==> src/rtl/adv7513_reg_dump.sv <==
// Walks an ADV7513 register address range through an external read engine
// and queues {address, data} results in a first-word-fall-through FIFO.
module adv7513_reg_dump #(
  parameter int FIFO_DEPTH     = 16,
  parameter int TIMEOUT_CYCLES = 65535
) (
  input  logic       clk,
  input  logic       reset,
  input  logic       run,
  input  logic [7:0] first_addr,
  input  logic [7:0] last_addr,
  output logic       busy,
  output logic       dump_done,
  output logic       timeout_err,
  output logic       range_err,
  output logic       rd_start,
  output logic [7:0] rd_addr,
  input  logic       rd_done,
  input  logic [7:0] rd_data,
  output logic       out_valid,
  output logic [7:0] out_addr,
  output logic [7:0] out_data,
  input  logic       out_ready
);

  localparam int AW = $clog2(FIFO_DEPTH);
  localparam int TW = $clog2(TIMEOUT_CYCLES + 1);

  typedef enum logic [2:0] {IDLE, ISSUE, WAIT, PUSH, FINISH} state_t;

  state_t          state_q, state_d;
  logic [7:0]      cur_q, cur_d;
  logic [7:0]      last_q, last_d;
  logic [7:0]      data_q, data_d;
  logic [TW-1:0]   timer_q, timer_d;
  logic            timeout_err_q, timeout_err_d;
  logic            range_err_q, range_err_d;

  logic [15:0]     mem_q [FIFO_DEPTH];
  logic [AW-1:0]   wr_ptr_q, wr_ptr_d;
  logic [AW-1:0]   rd_ptr_q, rd_ptr_d;
  logic [AW:0]     count_q, count_d;
  logic            fifo_full, fifo_empty, push, pop;

  always_ff @(posedge clk) begin
    if (reset) state_q <= IDLE;
    else       state_q <= state_d;
  end

  always_ff @(posedge clk) begin
    if (reset) begin
      cur_q         <= '0;
      last_q        <= '0;
      data_q        <= '0;
      timer_q       <= '0;
      timeout_err_q <= 1'b0;
      range_err_q   <= 1'b0;
      wr_ptr_q      <= '0;
      rd_ptr_q      <= '0;
      count_q       <= '0;
    end else begin
      cur_q         <= cur_d;
      last_q        <= last_d;
      data_q        <= data_d;
      timer_q       <= timer_d;
      timeout_err_q <= timeout_err_d;
      range_err_q   <= range_err_d;
      wr_ptr_q      <= wr_ptr_d;
      rd_ptr_q      <= rd_ptr_d;
      count_q       <= count_d;
    end
  end

  always_ff @(posedge clk) begin
    if (push) mem_q[wr_ptr_q] <= {cur_q, data_q};
  end

  // Full is judged on the registered count, so a pop only frees the slot next cycle.
  always_comb begin
    fifo_full  = (count_q == (AW+1)'(FIFO_DEPTH));
    fifo_empty = (count_q == '0);
    push       = (state_q == PUSH) && !fifo_full;
    pop        = !fifo_empty && out_ready;
    wr_ptr_d   = wr_ptr_q + AW'(push);
    rd_ptr_d   = rd_ptr_q + AW'(pop);
    count_d    = count_q + (AW+1)'(push) - (AW+1)'(pop);
  end

  always_comb begin
    state_d       = state_q;
    cur_d         = cur_q;
    last_d        = last_q;
    data_d        = data_q;
    timer_d       = timer_q;
    timeout_err_d = timeout_err_q;
    range_err_d   = 1'b0;
    case (state_q)
      IDLE: begin
        if (run) begin
          cur_d         = first_addr;
          last_d        = last_addr;
          timeout_err_d = 1'b0;
          if (first_addr > last_addr) begin
            range_err_d = 1'b1;
            state_d     = FINISH;
          end else begin
            state_d = ISSUE;
          end
        end
      end
      ISSUE: begin
        timer_d = '0;
        state_d = WAIT;
      end
      WAIT: begin
        if (rd_done) begin
          data_d  = rd_data;
          state_d = PUSH;
        end else if (timer_q == TW'(TIMEOUT_CYCLES - 1)) begin
          timeout_err_d = 1'b1;
          state_d       = FINISH;
        end else begin
          timer_d = timer_q + TW'(1);
        end
      end
      PUSH: begin
        // Comparing against last before incrementing keeps 8'hFF from wrapping.
        if (!fifo_full) begin
          if (cur_q == last_q) begin
            state_d = FINISH;
          end else begin
            cur_d   = cur_q + 8'd1;
            state_d = ISSUE;
          end
        end
      end
      FINISH:  state_d = IDLE;
      default: state_d = IDLE;
    endcase
  end

  always_comb begin
    busy        = (state_q != IDLE);
    rd_start    = (state_q == ISSUE);
    dump_done   = (state_q == FINISH);
    rd_addr     = cur_q;
    timeout_err = timeout_err_q;
    range_err   = range_err_q;
    out_valid   = !fifo_empty;
    out_addr    = mem_q[rd_ptr_q][15:8];
    out_data    = mem_q[rd_ptr_q][7:0];
  end

endmodule
==> config.mk <==
export PLATFORM = sky130hd
export DESIGN_NAME = adv7513_reg_dump
export DESIGN_NICKNAME = d
export VERILOG_FILES = /design/src/rtl/adv7513_reg_dump.sv
export SDC_FILE = /design/constraint.sdc
export NUM_CORES = 1
export LEC_CHECK = 0
export ABC_CLOCK_PERIOD_IN_PS = 4000
export CELL_PAD_IN_SITES_DETAIL_PLACEMENT = 0
export CELL_PAD_IN_SITES_GLOBAL_PLACEMENT = 1
export CORE_UTILIZATION = 52
export CTS_CLUSTER_SIZE = 30
export DETAILED_ROUTE_END_ITERATION = 8
export HOLD_SLACK_MARGIN = 0.02
export MAX_ROUTING_LAYER = met4
export PLACE_DENSITY_LB_ADDON = 0.1
export SLEW_MARGIN = 25
export SYNTH_ARGS = -nofsm -noshare
export SYNTH_HDL_FRONTEND = slang
export SYNTH_SLANG_ARGS = --single-unit
==> constraint.sdc <==
create_clock -name clk -period 4 [get_ports clk]
set_input_delay 0.4 -clock clk [delete_from_list [all_inputs] [get_ports clk]]
set_output_delay 0.4 -clock clk [all_outputs]
set_load 0.1 [all_outputs]
Yosys cells after proc, flatten, opt, wreduce, memory -nomap -nowiden
Memories as Yosys holds them, arrays and structs flattened. A register that Yosys moved wholly into a read port is not among the register bits.
Cells that the tools add are included.
- bitwise logic cells: 2
- equal/unequal tests: 14
- reduce and logical (&&, ||, !) cells: 17
- magnitude comparators: 1
- $add $sub $neg: 6
- mux-type cells: 22
- operator list (cell ; number):
    two-way mux 16 bit ; 2
    case mux 16 bit (2 select lines) ; 1
    two-way mux 8 bit ; 3
    two-way mux 3 bit ; 6
    adder 16 x 1 -> 16 bit, second input constant ; 1
    == test 16 bit, second input constant ; 1
    case mux 8 bit (2 select lines) ; 1
    != test 2 bit, second input constant ; 6
    case mux 3 bit (4 select lines) ; 1
    adder 4 x 1 -> 4 bit ; 2
    adder 8 x 1 -> 8 bit, second input constant ; 1
    == test 8 bit ; 1
    > comparator 8 bit ; 1
    AND reduction 4 bit ; 2
    == test 3 x 2 -> 1 bit, second input constant ; 2
    two-way mux 1 bit ; 6
    AND reduction 3 bit ; 2
    nonzero test 2 bit ; 3
    adder 5 x 1 -> 5 bit ; 1
    == test 5 bit, second input constant ; 1
    logical NOT 5 bit ; 1
    subtractor 5 x 1 -> 5 bit ; 1
    two-way mux 4 bit ; 1
    AND reduction 2 bit ; 2
    other kinds (10) ; 13
- register bits after elaboration: 58
- output and inout bits: 30
- word-level logic and storage cells: 73
- memories kept: 1
- bits in writable memories: 256
- input port bits: 29
- memory list (memory ; words ; width ; rd ports ; clocked after memory_dff ; write ports ; line ; text):
    mem_q ; 16 ; 16 ; 1 ; 1 ; 1 ; 39 ; logic [15:0] mem_q [FIFO_DEPTH];

Logic depth before layout (Yosys ltp)
- word-level depth: 5
- depth in mapped cells: 12
- mapped depth without buffers: 12

Least setup slack after synthesis
Ideal clock, no wire load.
- path type: register to register
- start: reg state_q[0]
- end: reg timer_q[13]
- setup time: 0.115 ns
- stages on the path, launching flop included: 7
- slack: -0.026 ns
- arrival: 3.911 ns
- path through: dfxtp_1 buf_2 nor3b_1 inv_1 a211oi_2 a21oi_1 o21ba_2
- longest elaborated chain between the ends: 3
- elaborated cells on any way between the ends: 7
- ends and longest elaborated chain (what ; line ; text):
    start: declaration ; 31 ; state_t state_q, state_d;
    start signal: assignment ; 47 ; else state_q <= state_d;
    == test 3 x 1 -> 1 bit * ; - ;
    net rd_start ; 16 ; output logic rd_start,
    nonzero test 2 bit (no line) ; - ;
    AND reduction 3 bit (no line) ; - ;
    end signal: assignment ; 65 ; timer_q <= timer_d;
    end: declaration ; 35 ; logic [TW-1:0] timer_q, timer_d;
The timed path passes the listed nets; every way through them passes the cells marked *.
A chain may end at the register's enable or synchronous reset.

==> flow_metrics.py <==
metrics = {
    "power_and_ir_drop": {
        "intPower_uw": 6600,
        "p_leak_uw": 0.00492,
        "p_sw_share_pct": 31.7,
        "powerDensity_mw_per_mm2": 642,
        "irDropWorstVdd_uv": 377,
        "power_frac_clock_pct": 32.4,
        "share_comb_of_total_power_pct": 25.5,
        "p_switching_uw": 3060,
        "sequentialPowerShare_pct": 42.1,
        "power_uw": 9660,
    },
    "logic_synthesis": {
        "synth.avg_cell_area_um2": 16.9,
        "yosysSeqAreaShare_pct": 69.0,
        "ys_async_sr_fraction_pct": 0,
        "synth-main-ff-cell": "edfxtp_1",
        "synth_nets": 811,
        "synth.cell_area_mm2": 0.0128,
        "synth-edff-count": 256,
        "yosys_warnings": 0,
        "yosys_register_bits": 314,
        "synthDistinctLibCells": 59,
        "syn_inst": 760,
    },
    "sta": {
        "period_minus_slack_ns": 3.25,
        "rsz0062_at_grt": "no",
        "fin_setup_tns_ns": 0,
        "whs_ns": 0.464,
        "hold_viol_final": 0,
        "tightest_slew_ns": 0.987,
        "fin_crit_sh_pct": 81.1,
        "post-route-worst-setup-slack_ns": 0.755,
        "maxSlewHeadroom_pct": 34.0,
        "fmax_ghz": 0.308,
        "slew_viol_final": 0,
        "finClkSkew_ns": 0.0117,
        "setup_viol": 0,
    },
    "clock_tree": {
        "cts_sinks": 314,
        "clockBufferDepth": 3,
        "cts.clk_slew.worst_paths_ns": 0.06,
        "cts_tree": "built",
        "cts_resized": 0,
        "cts_buffers": 34,
        "clk_latency_ns": 0.50,
        "htreeDepth": 2,
        "cts_hold_buf": 0,
        "root_buffer": "clkbuf_16",
        "post-cts-setup-buffer-count": 0,
    },
    "global_routing": {
        "grt_pass1_wl_um": 42900,
        "grt-ovfl-total": 0,
        "grt_pass1_vias": 7400,
        "grt_max_degree": 67,
        "grt_usage_pct": 23.4,
        "antenna_found_initial": 0,
    },
    "floorplanning": {
        "die_h_um": 159,
        "dieWidth_um": 159,
        "dieArea_mm2": 0.0253,
        "start_util_pct": 52.9,
        "core.rowCount": 57,
        "ioPinCount": 59,
        "coreArea_mm2": 0.0242,
    },
    "placed_design": {
        "place_ws_ns": 0.954,
        "hpwl_um": 17100,
        "io_buffers": 58,
        "place_congestion": 0.859,
    },
    "worst_setup_path": {
        "cp-start-kind": "flop",
        "r2r-start": "count_q[3]$_SDFF_PP0_",
        "cp-end-kind": "primary output",
        "worstPathMaxFanout": 28,
        "required_ns": 3.60,
        "crit_arrival_ns": 2.85,
        "critPathLaunch": "rd_ptr_q[0]$_SDFF_PP0_",
        "crit_type": "flop to primary output",
    },
    "route": {
        "wirelength_um": 27700,
        "drcViolationCount": 0,
        "first_iter_violations": 553,
        "vias": 7152,
        "vias_per_cell": 5.97,
        "postRouteAntennaNets": 0,
        "drtPass1Iterations": 4,
        "wl_per_cell_um": 23.2,
    },
    "finish": {
        "drive_above_1_share_pct": 23.1,
        "diodes": 0,
        "area_delta_synth_final_pct": 17.3,
        "fillCellCount": 1811,
        "num-nets-final": 900,
    },
    "worst_hold_path": {
        "hp-start": "rd_data[2]",
        "hold_path_class": "input port to flop",
    },
    "status": {
        "outcome": "completed",
    },
    "job": {
        "max_cap_violations": 0,
    },
}
## Yosys cell counts (2+ instances only)
master / instances / area (um2)
buf_2: 10 / 50.1
clkbuf_1: 21 / 78.8
inv_1: 25 / 93.8
a21oi_1: 37 / 185
or4_1: 6 / 45.0
a211oi_1: 2 / 15.0
nand4_1: 6 / 37.5
nor2_1: 29 / 109
or3_1: 10 / 62.6
nand2_1: 53 / 199
a31oi_1: 4 / 25.0
dfxtp_1: 58 / 1160
mux2i_1: 2 / 20.0
and2_1: 6 / 37.5
mux4_2: 80 / 1800
nor4_1: 9 / 56.3
mux2_2: 2 / 22.5
and3_1: 4 / 25.0
o21ai_0: 12 / 60.1
nor2b_1: 8 / 50.1
o211ai_1: 4 / 30.0
a21o_1: 3 / 22.5
ha_1: 21 / 263
xnor2_1: 15 / 131
edfxtp_1: 256 / 7690
nor3_1: 12 / 60.1
nand3b_1: 3 / 22.5
o22ai_1: 2 / 12.5
nand3_1: 12 / 60.1
xor2_1: 4 / 35.0
a311oi_1: 2 / 17.5
a22oi_1: 2 / 15.0
buf_1: 5 / 18.8
o31ai_1: 7 / 52.6
nand2b_1: 4 / 25.0
## state kept, by name, indices dropped and copies added, names as in the netlist
register / count
count_q: 5
data_q: 8
last_q: 8
mem_q: 256
range_err: 1
rd_addr: 8
rd_ptr_q: 4
state_q: 3
timeout_err: 1
timer_q: 16
wr_ptr_q: 4
## final cells by class
type / instances / area [um2] / area share (%)
sequential: 314 / 8850 / 58.8
clock inverter: 14 / 191 / 1.27
inverter: 25 / 93.8 / 0.623
multi-input combinational: 385 / 3790 / 25.1
timing repair buffer: 89 / 793 / 5.27
clock buffer: 47 / 931 / 6.18
tap: 324 / 405 / 2.69
## routing by layer
metal	part of all wire, %	GRT usage, %
met1	42	30.8
met3	5.7	3.31
met5	0	-
met4	2.3	6.91
met2	51	38.2
## power by group through the flow
| stage | Sequential (uW) | Combinational (uW) | Clock [uW] |
|---|---|---|---|
| 2_1_floorplan | 4140 | 1850 | 0 |
| 3_3_place_gp | 4130 | 2460 | 0 |
| 3_5_place_dp | 4140 | 2470 | 0 |
| 4_1_cts | 4070 | 2480 | 3190 |
| 5_1_grt | 4110 | 2610 | 3320 |
| 6_report | 4070 | 2460 | 3130 |
## worst max-delay path, cell delays in order (launching register included)
cell and delay [ns]:
dfxtp_4 0.72, buf_4 0.33, mux4_2 0.51, mux4_2 0.50, buf_4 0.25
## kinds of logic (layout without fill, tap and decap cells)
family,count (synthesis),after routing,synth area share [%]
adder cells (fa/ha/maj),22,22,2.20
XOR/XNOR,19,19,1.30
buffers and inverters,61,175,1.88
AND/OR/NAND/NOR,174,174,7.10
multiplexers,84,84,14.4
AO/OA/AOI/OAI,86,86,4.18
flip-flops,314,314,69.0
## worst paths after layout
check,endpoint,slack (ns),depth (start not counted)
max,out_data[7],0.75,4
min,data_q[2]$_SDFFE_PP0P_,0.46,3
max reg2reg,count_q[4]$_SDFF_PP0_,0.94,12
min reg2reg,last_q[2]$_SDFFE_PP0P_,0.47,2
## stage by stage
step / std cells / area (um2) / util (%)
after CTS: 1198 / 15100 / 62.1
final: 1198 / 15100 / 62.1
after floorplan: 760 / 12800 / -
after global routing: 1198 / 15100 / 62.1
after global placement: 1137 / 13900 / 57.5
after detailed placement: 1137 / 13900 / 57.5
## cell usage in the layout, fill, tap and decap left out, types with 12 or more instances in the layout
cell               n
nor2_1            29
edfxtp_1         256
ha_1              21
clkbuf_16         35
inv_1             25
buf_4             45
nand3_1           12
a21oi_1           37
clkdlybuf4s50_1   41
o21ai_0           12
xnor2_1           15
dfxtp_1           55
mux4_2            80
nand2_1           53
Note: power is estimated with default switching activity, not from simulation.
